$ cat config.mk
export PLATFORM = sky130hd
export DESIGN_NAME = shift_mix_addkey_stage
export DESIGN_NICKNAME = d
export VERILOG_FILES = /design/src/rtl/shift_mix_addkey_stage.sv
export SDC_FILE = /design/constraint.sdc
export NUM_CORES = 1
export LEC_CHECK = 0
export ABC_AREA = 0
export CAP_MARGIN = 20
export CELL_PAD_IN_SITES_DETAIL_PLACEMENT = 0
export CELL_PAD_IN_SITES_GLOBAL_PLACEMENT = 2
export CORE_MARGIN = 3
export CORE_UTILIZATION = 34
export DETAILED_ROUTE_END_ITERATION = 10
export PLACE_DENSITY = 0.89
export SYNTH_ARGS = -nofsm -noshare
export SYNTH_HDL_FRONTEND = slang
export SYNTH_SLANG_ARGS = --single-unit
$ cat constraint.sdc
create_clock -name clk -period 3.76 [get_ports clk]
set_clock_uncertainty 0.15 [all_clocks]
set_input_delay 0.752 -clock clk [delete_from_list [all_inputs] [get_ports clk]]
set_output_delay 0.752 -clock clk [all_outputs]
set_load 0.03 [all_outputs]
$ cat src/rtl/shift_mix_addkey_stage.sv
// Forward AES-128 round: ShiftRows -> MixColumns (bypassable) -> AddRoundKey.
// The datapath is split into two valid/ready stages; S2 holds only the key XOR.

module shift_mix_addkey_col (
  input  logic [0:31] col,
  input  logic        bypass,
  output logic [0:31] res
);
  function automatic logic [7:0] xtime(input logic [7:0] x);
    return {x[6:0], 1'b0} ^ (x[7] ? 8'h1b : 8'h00);
  endfunction

  logic [7:0] a0, a1, a2, a3;
  logic [7:0] x0, x1, x2, x3;
  logic [0:31] mixed;

  assign a0 = col[0:7];
  assign a1 = col[8:15];
  assign a2 = col[16:23];
  assign a3 = col[24:31];
  assign x0 = xtime(a0);
  assign x1 = xtime(a1);
  assign x2 = xtime(a2);
  assign x3 = xtime(a3);

  // 3a is folded in as xtime(a) ^ a.
  assign mixed[0:7]   = x0 ^ (x1 ^ a1) ^ a2 ^ a3;
  assign mixed[8:15]  = a0 ^ x1 ^ (x2 ^ a2) ^ a3;
  assign mixed[16:23] = a0 ^ a1 ^ x2 ^ (x3 ^ a3);
  assign mixed[24:31] = (x0 ^ a0) ^ a1 ^ a2 ^ x3;

  assign res = bypass ? col : mixed;
endmodule

module shift_mix_addkey_stage (
  input  logic         clk,
  input  logic         rst,
  input  logic         In_valid,
  output logic         In_ready,
  input  logic [0:127] Data_in,
  input  logic [0:127] Round_key,
  input  logic         Last_round,
  output logic         Out_valid,
  input  logic         Out_ready,
  output logic [0:127] Data_out
);
  localparam int NUM_COLS = 4;

  typedef struct packed {
    logic [0:127] state;
    logic [0:127] key;
  } s1_t;

  logic [0:127] sr;
  logic [0:127] mc;
  s1_t          s1;
  logic [2:1]   vld_pipe;
  logic         adv1, adv2;

  // Byte k = 4c + r; row r of column c is taken from column (c + r) mod 4.
  for (genvar c = 0; c < NUM_COLS; c++) begin : g_sr
    for (genvar r = 0; r < 4; r++) begin : g_row
      assign sr[8*(4*c+r) +: 8] = Data_in[8*(4*((c+r)%4)+r) +: 8];
    end
  end

  for (genvar c = 0; c < NUM_COLS; c++) begin : g_col
    shift_mix_addkey_col u_col (
      .col    (sr[32*c +: 32]),
      .bypass (Last_round),
      .res    (mc[32*c +: 32])
    );
  end

  assign adv2      = !vld_pipe[2] || Out_ready;
  assign adv1      = !vld_pipe[1] || adv2;
  assign In_ready  = adv1;
  assign Out_valid = vld_pipe[2];

  always_ff @(posedge clk) begin
    if (rst) begin
      vld_pipe <= '0;
      s1       <= '0;
      Data_out <= '0;
    end else begin
      if (adv1) vld_pipe[1] <= In_valid;
      if (adv2) vld_pipe[2] <= vld_pipe[1];
      if (adv1 && In_valid) begin
        s1.state <= mc;
        s1.key   <= Round_key;
      end
      if (adv2 && vld_pipe[1]) Data_out <= s1.state ^ s1.key;
    end
  end
endmodule

==> flow_summary.toml, run 1 <==
[run_status]
status = "completed"

[hold_path]
holdPathStages = 2
holdPathEnd = "s1[0]"
hold_class = "reg2reg"
hp-start = "s1[0]"

[global_routing]
grt.overflow.total = 0
track_usage_pct = 19.4
grt_pass1_wl_um = 93800
antenna_found_initial = 3
grt_pass1_vias = 16161
grt_max_degree = 126

[logic_synthesis]
synth-seq-cells = 386
syn_avg_cell_area_um2 = 9.28
yosys_warnings = 0
syn_inst = 2141
synth_nets = 2402
yosys.cell_types.count = 35
synth-edff-count = 0
yosysSeqAreaShare_pct = 38.9
syn_area_mm2 = 0.0199
ys.flop_type = "dfxtp_1"
async_flop_share_pct = 0

[floorplan]
start_util_pct = 34.8
die_x_um = 248
die_h_um = 248
die-area_mm2 = 0.0614
core.rowCount = 87
io_pins = 391
coreArea_mm2 = 0.0571

[setup_path]
end_kind = "output pin"
r2r_cells = 6
slowest_delay_ps = 690
critPathKind = "in2out"
regToRegSetupSlack_ps = 1630
critPathRequiredTime_ps = 2860
worst_path_max_delay_cell = "clkdlybuf4s50_1"
cp_max_fo = 2
path_cells = "clkdlybuf4s50_1 > nand3b_1 > clkdlybuf4s50_1"
worstPathArrival_ps = 2040
path_common_cell = "clkdlybuf4s50_1"
rr_startpoint = "vld_pipe[1]"
start_kind = "primary input"
worstReg2RegEnd = "s1[110]"

[sta]
hold_viol = 0
period_minus_slack_ps = 2940
worst_pin_slew_ps = 744
fin_hold_ws_ps = 314
setup_viol = 0
setup_slack_ps = 816
setup_tns_ps = 0
fin_crit_sh_pct = 78.3
timing.fmax_ghz = 0.340
relSlewSlack_pct = 50.4
rsz0062_at_grt = "false"
maxSlewViolCount = 0

[layout]
drive_gt1_share_pct = 5.56
layout_commonest_cell = "clkdlybuf4s50_1"
nNetsFinal = 2687
layout_common_cells = "clkdlybuf4s50_1 (388), dfxtp_1 (386), xnor2_1 (318), nand2_1 (299), nor2_1 (187)"
finish.utilization_pct = 45.4
fill_cells = 5497
post_layout_nonfiller_instances = 3219
finalInstanceArea_mm2 = 0.0260
syn2layout_area_growth_pct = 30.6

[power]
p_per_area_mw_per_mm2 = 467
vdd_ir_drop_max_v = 0.000273
p_leak_nw = 9.96
power.total_mw = 12.1

[cts]
cts_setup_buffers = 0
cts_max_level = 2
cts.clk_slew.worst_paths_ps = 60
clock_path_buffers = 3
root_buffer = "clkbuf_16"
postCtsHoldBufs = 0
post_cts_resize_count = 0
cts_tree = "built"
cts-buffers-inserted = 46
insertion_delay_ps = 570
cts.sinks = 386

[drt]
drtIter0Drc = 790
drc = 0
vias = 16158
wire_per_inst_um = 19.1
drt-pass1-iter-count = 5
viasPerCell = 5.02
antenna_left = 0
routed_wl_um = 61600

[place]
place_ws_ps = 743
portBuffers = 390
place_inst = 3134
dp_hpwl_um = 43900
place_congestion = 0.857
placed_cell_area_mm2 = 0.0244

[flow_run]
drv_cap = 0
metal layers:
| metal | vias to the layer above | GRT usage (%) | part of all wire [%] |
|---|---|---|---|
| met2 | 389 | 32.6 | 48 |
| met4 | 4 | 4.89 | 2.0 |
| li1 | 7899 | - | - |
| met1 | 7787 | 25.7 | 44 |
| met3 | 79 | 3.68 | 5.4 |
| met5 | - | 0 | 0.050 |
report_power, final:
group	total [mW]	switching (mW)	leakage [nW]	internal, mW
clock network	4.65	1.80	0.790	2.84
logic	2.81	1.37	5.98	1.44
registers	4.67	0.253	3.19	4.42
total	12.1	3.43	9.96	8.70
synthesized netlist by cell type, drive strengths merged, types with 31 or more instances:
cell | count | area share, %
a211oi | 165 | 6.2
a21oi | 130 | 3.3
buf | 66 | 1.6
clkbuf | 121 | 2.3
dfxtp | 386 | 39
mux2i | 38 | 1.9
nand2 | 300 | 5.7
nor2 | 187 | 3.5
nor3 | 31 | 0.81
o211ai | 48 | 1.8
xnor2 | 332 | 15
xnor3 | 69 | 7.8
xor2 | 91 | 4.1
kinds of logic (layout without fill, tap and decap cells):
group	count (synthesis)	after routing	synth area share, %
compound gates	418	418	14.5
xor+xnor	498	498	27.9
buf+inv	190	511	3.92
flops	386	386	38.9
mux	38	38	1.91
other cells	0	1	0
simple gates	611	611	12.9
how the worst max path moves through the flow:
| stage | depth (start not counted) | slack (ps) | end | startpoint |
|---|---|---|---|---|
| final | 3 | 820 | In_ready | Out_ready |
| after global routing | 3 | 770 | In_ready | Out_ready |
| after CTS | 3 | 800 | In_ready | Out_ready |
| after detailed placement | 5 | 740 | s1[216] | Data_in[72] |
| after global placement | 5 | 740 | s1[216] | Data_in[72] |
| after floorplan | 5 | 1520 | s1[163] | Data_in[64] |
layout make-up:
class	count	area, um2	area share [%]
Clock inverter	17	199	0.766
Clock buffer	67	1390	5.37
Antenna cell	1	2.50	0.00964
Sequential cell	386	7730	29.8
Tap cell	756	946	3.64
Multi-Input combinational cell	1565	11400	43.9
Inverter	3	11.3	0.0434
Timing Repair Buffer	424	4280	16.5
registers in the layout, indices dropped and copies added, names as in the netlist:
register  count
vld_pipe      2
s1          256
Data_out    128
critical path: cells and delay by family:
family	cells	cell delay, ps
buffers and inverters	2	1170
AND/OR/NAND/NOR	1	130
Note: power is estimated with default switching activity, not from simulation.
==> inputs of run 2 (changes only) <==
CORE_UTILIZATION = 32   (was 34)
PLACE_DENSITY = 0.85   (was 0.89)
clock period = 3.09 ns   (was 3.76 ns; I/O delays follow)
==> run 2 against run 1 <==
  * Total power up 24%
  * Wire length rose by 2.1%
  * First-iteration DRC count is 22% higher
  * Final cell count grew 3.0%
  * Critical path type unchanged
  * Largest cell class unchanged
  * Largest power group is now the clock network
  * Highest routed layer unchanged
==> flow_summary.toml, run 2 (synthesized netlist as in run 1, its figures left out) <==
[cts]
cts_max_level = 2
root_buffer = "clkbuf_16"
cts-buffers-inserted = 46
insertion_delay_ps = 570
postCtsHoldBufs = 0
cts_setup_buffers = 0
cts.clk_slew.worst_paths_ps = 60
clock_path_buffers = 3
cts.sinks = 386
cts_tree = "built"
post_cts_resize_count = 0

[setup_path]
critPathKind = "in2out"
worstPathArrival_ps = 1930
rr_startpoint = "vld_pipe[1]"
critPathRequiredTime_ps = 2320
start_kind = "primary input"
end_kind = "output pin"
crit_start = "Out_ready"
cp_max_fo = 2

[global_routing]
grt_max_degree = 122
grt.overflow.total = 0
grt_pass1_wl_um = 96200
grt_pass1_vias = 16308
track_usage_pct = 18.9
antenna_found_initial = 11

[drt]
drt-pass1-iter-count = 5
drtIter0Drc = 963
viasPerCell = 4.86
drc = 0
routed_wl_um = 62800
vias = 16108
antenna_left = 0
wire_per_inst_um = 19.0

[run_status]
status = "completed"

[layout]
fill_cells = 5988
layout_commonest_cell = "clkdlybuf4s50_1"
top_regs = "s1 (256), Data_out (128), vld_pipe (2)"
finalInstanceArea_mm2 = 0.0263
largest_register = "s1"
layout_common_cells = "clkdlybuf4s50_1 (388), dfxtp_1 (386), xnor2_1 (318), nand2_1 (299), nor2_1 (187)"
largest_reg_flops = 256
nNetsFinal = 2708
syn2layout_area_growth_pct = 32.4
drive_gt1_share_pct = 6.17

[floorplan]
die_h_um = 255
core.rowCount = 90
io_pins = 391
start_util_pct = 32.6
coreArea_mm2 = 0.0609
die_x_um = 255
die-area_mm2 = 0.0651

[sta]
fin_crit_sh_pct = 87.3
setup_tns_ps = 0
rsz0062_at_grt = "false"
relSlewSlack_pct = 31.9
period_minus_slack_ps = 2700
setup_viol = 0
worst_pin_slew_ps = 1020
maxSlewViolCount = 0
timing.fmax_ghz = 0.371
hold_viol = 0

[place]
place_congestion = 0.826
portBuffers = 390
placed_cell_area_mm2 = 0.0247
dp_hpwl_um = 45400

[power]
power.total_mw = 15.0
p_leak_nw = 10.1
vdd_ir_drop_max_v = 0.000319
p_per_area_mw_per_mm2 = 570

[flow_run]
drv_cap = 0

[hold_path]
hold_class = "in2reg"
hp-start = "rst"
-- run 2: cell types whose count changed in the layout (fill, tap and decap cells not counted) --
cell / before / now
clkinv_2: 9 / 5
clkinv_4: 2 / 1
bufinv_16: 4 / 7
diode_2: 1 / 6
buf_12: 9 / 15
clkbuf_1: 8 / 10
buf_4: 25 / 40
clkbuf_8: 10 / 7
-- run 2: where the power goes --
group | internal, mW | switching [mW]
registers | 5.38 | 0.304
clock network | 3.63 | 2.20
logic | 1.78 | 1.70
-- run 2: worst max-delay path, stage by stage --
cell             delay, ps
clkdlybuf4s50_1        480
nand3b_1               140
clkdlybuf4s50_1        690
-- run 2: metrics by stage --
| stage | cells | utilization (%) | setup WS, ps | hold WS (ps) |
|---|---|---|---|---|
| floorplan | 2141 | - | 987 | 299 |
| global placement | 3227 | 40.5 | 369 | 304 |
| detailed placement | 3227 | 40.5 | 333 | 309 |
| CTS | 3308 | 43.2 | 399 | 189 |
| global route | 3311 | 43.2 | 337 | 217 |
| finish | 3314 | 43.2 | 394 | 224 |
-- run 2: final timing paths --
| path | slack (ps) | to | depth (start not counted) |
|---|---|---|---|
| hold / removal | 220 | s1[62] | 2 |
| setup reg to reg | 990 | s1[69] | 7 |
| setup / recovery | 390 | In_ready | 3 |
| hold reg to reg | 310 | s1[9] | 2 |
-- run 2: area by class of cell --
| type | count | area (um2) | share of cell area, % |
|---|---|---|---|
| Timing Repair Buffer | 445 | 4510 | 17.1 |
| Multi-Input combinational cell | 1565 | 11400 | 43.3 |
| Inverter | 3 | 11.3 | 0.0428 |
| Clock buffer | 66 | 1360 | 5.17 |
| Sequential cell | 386 | 7730 | 29.4 |
| Clock inverter | 15 | 260 | 0.989 |
| Antenna cell | 6 | 15.0 | 0.0570 |
| Tap cell | 828 | 1040 | 3.94 |
-- run 2: metal layers --
layer / wire length, um / GRT usage (%) / vias up
li1: - / - / 7949
met1: 27700 / 24.8 / 7647
met2: 30200 / 31.8 / 422
met3: 3650 / 3.83 / 84
met4: 1280 / 5.23 / 6
met5: 43 / 0 / -
==> inputs of run 3 (changes only) <==
CTS_CLUSTER_SIZE = 24   (was default)
==> results of run 3 <==
Final layout, timing and power as in run 2 (identical DEF).
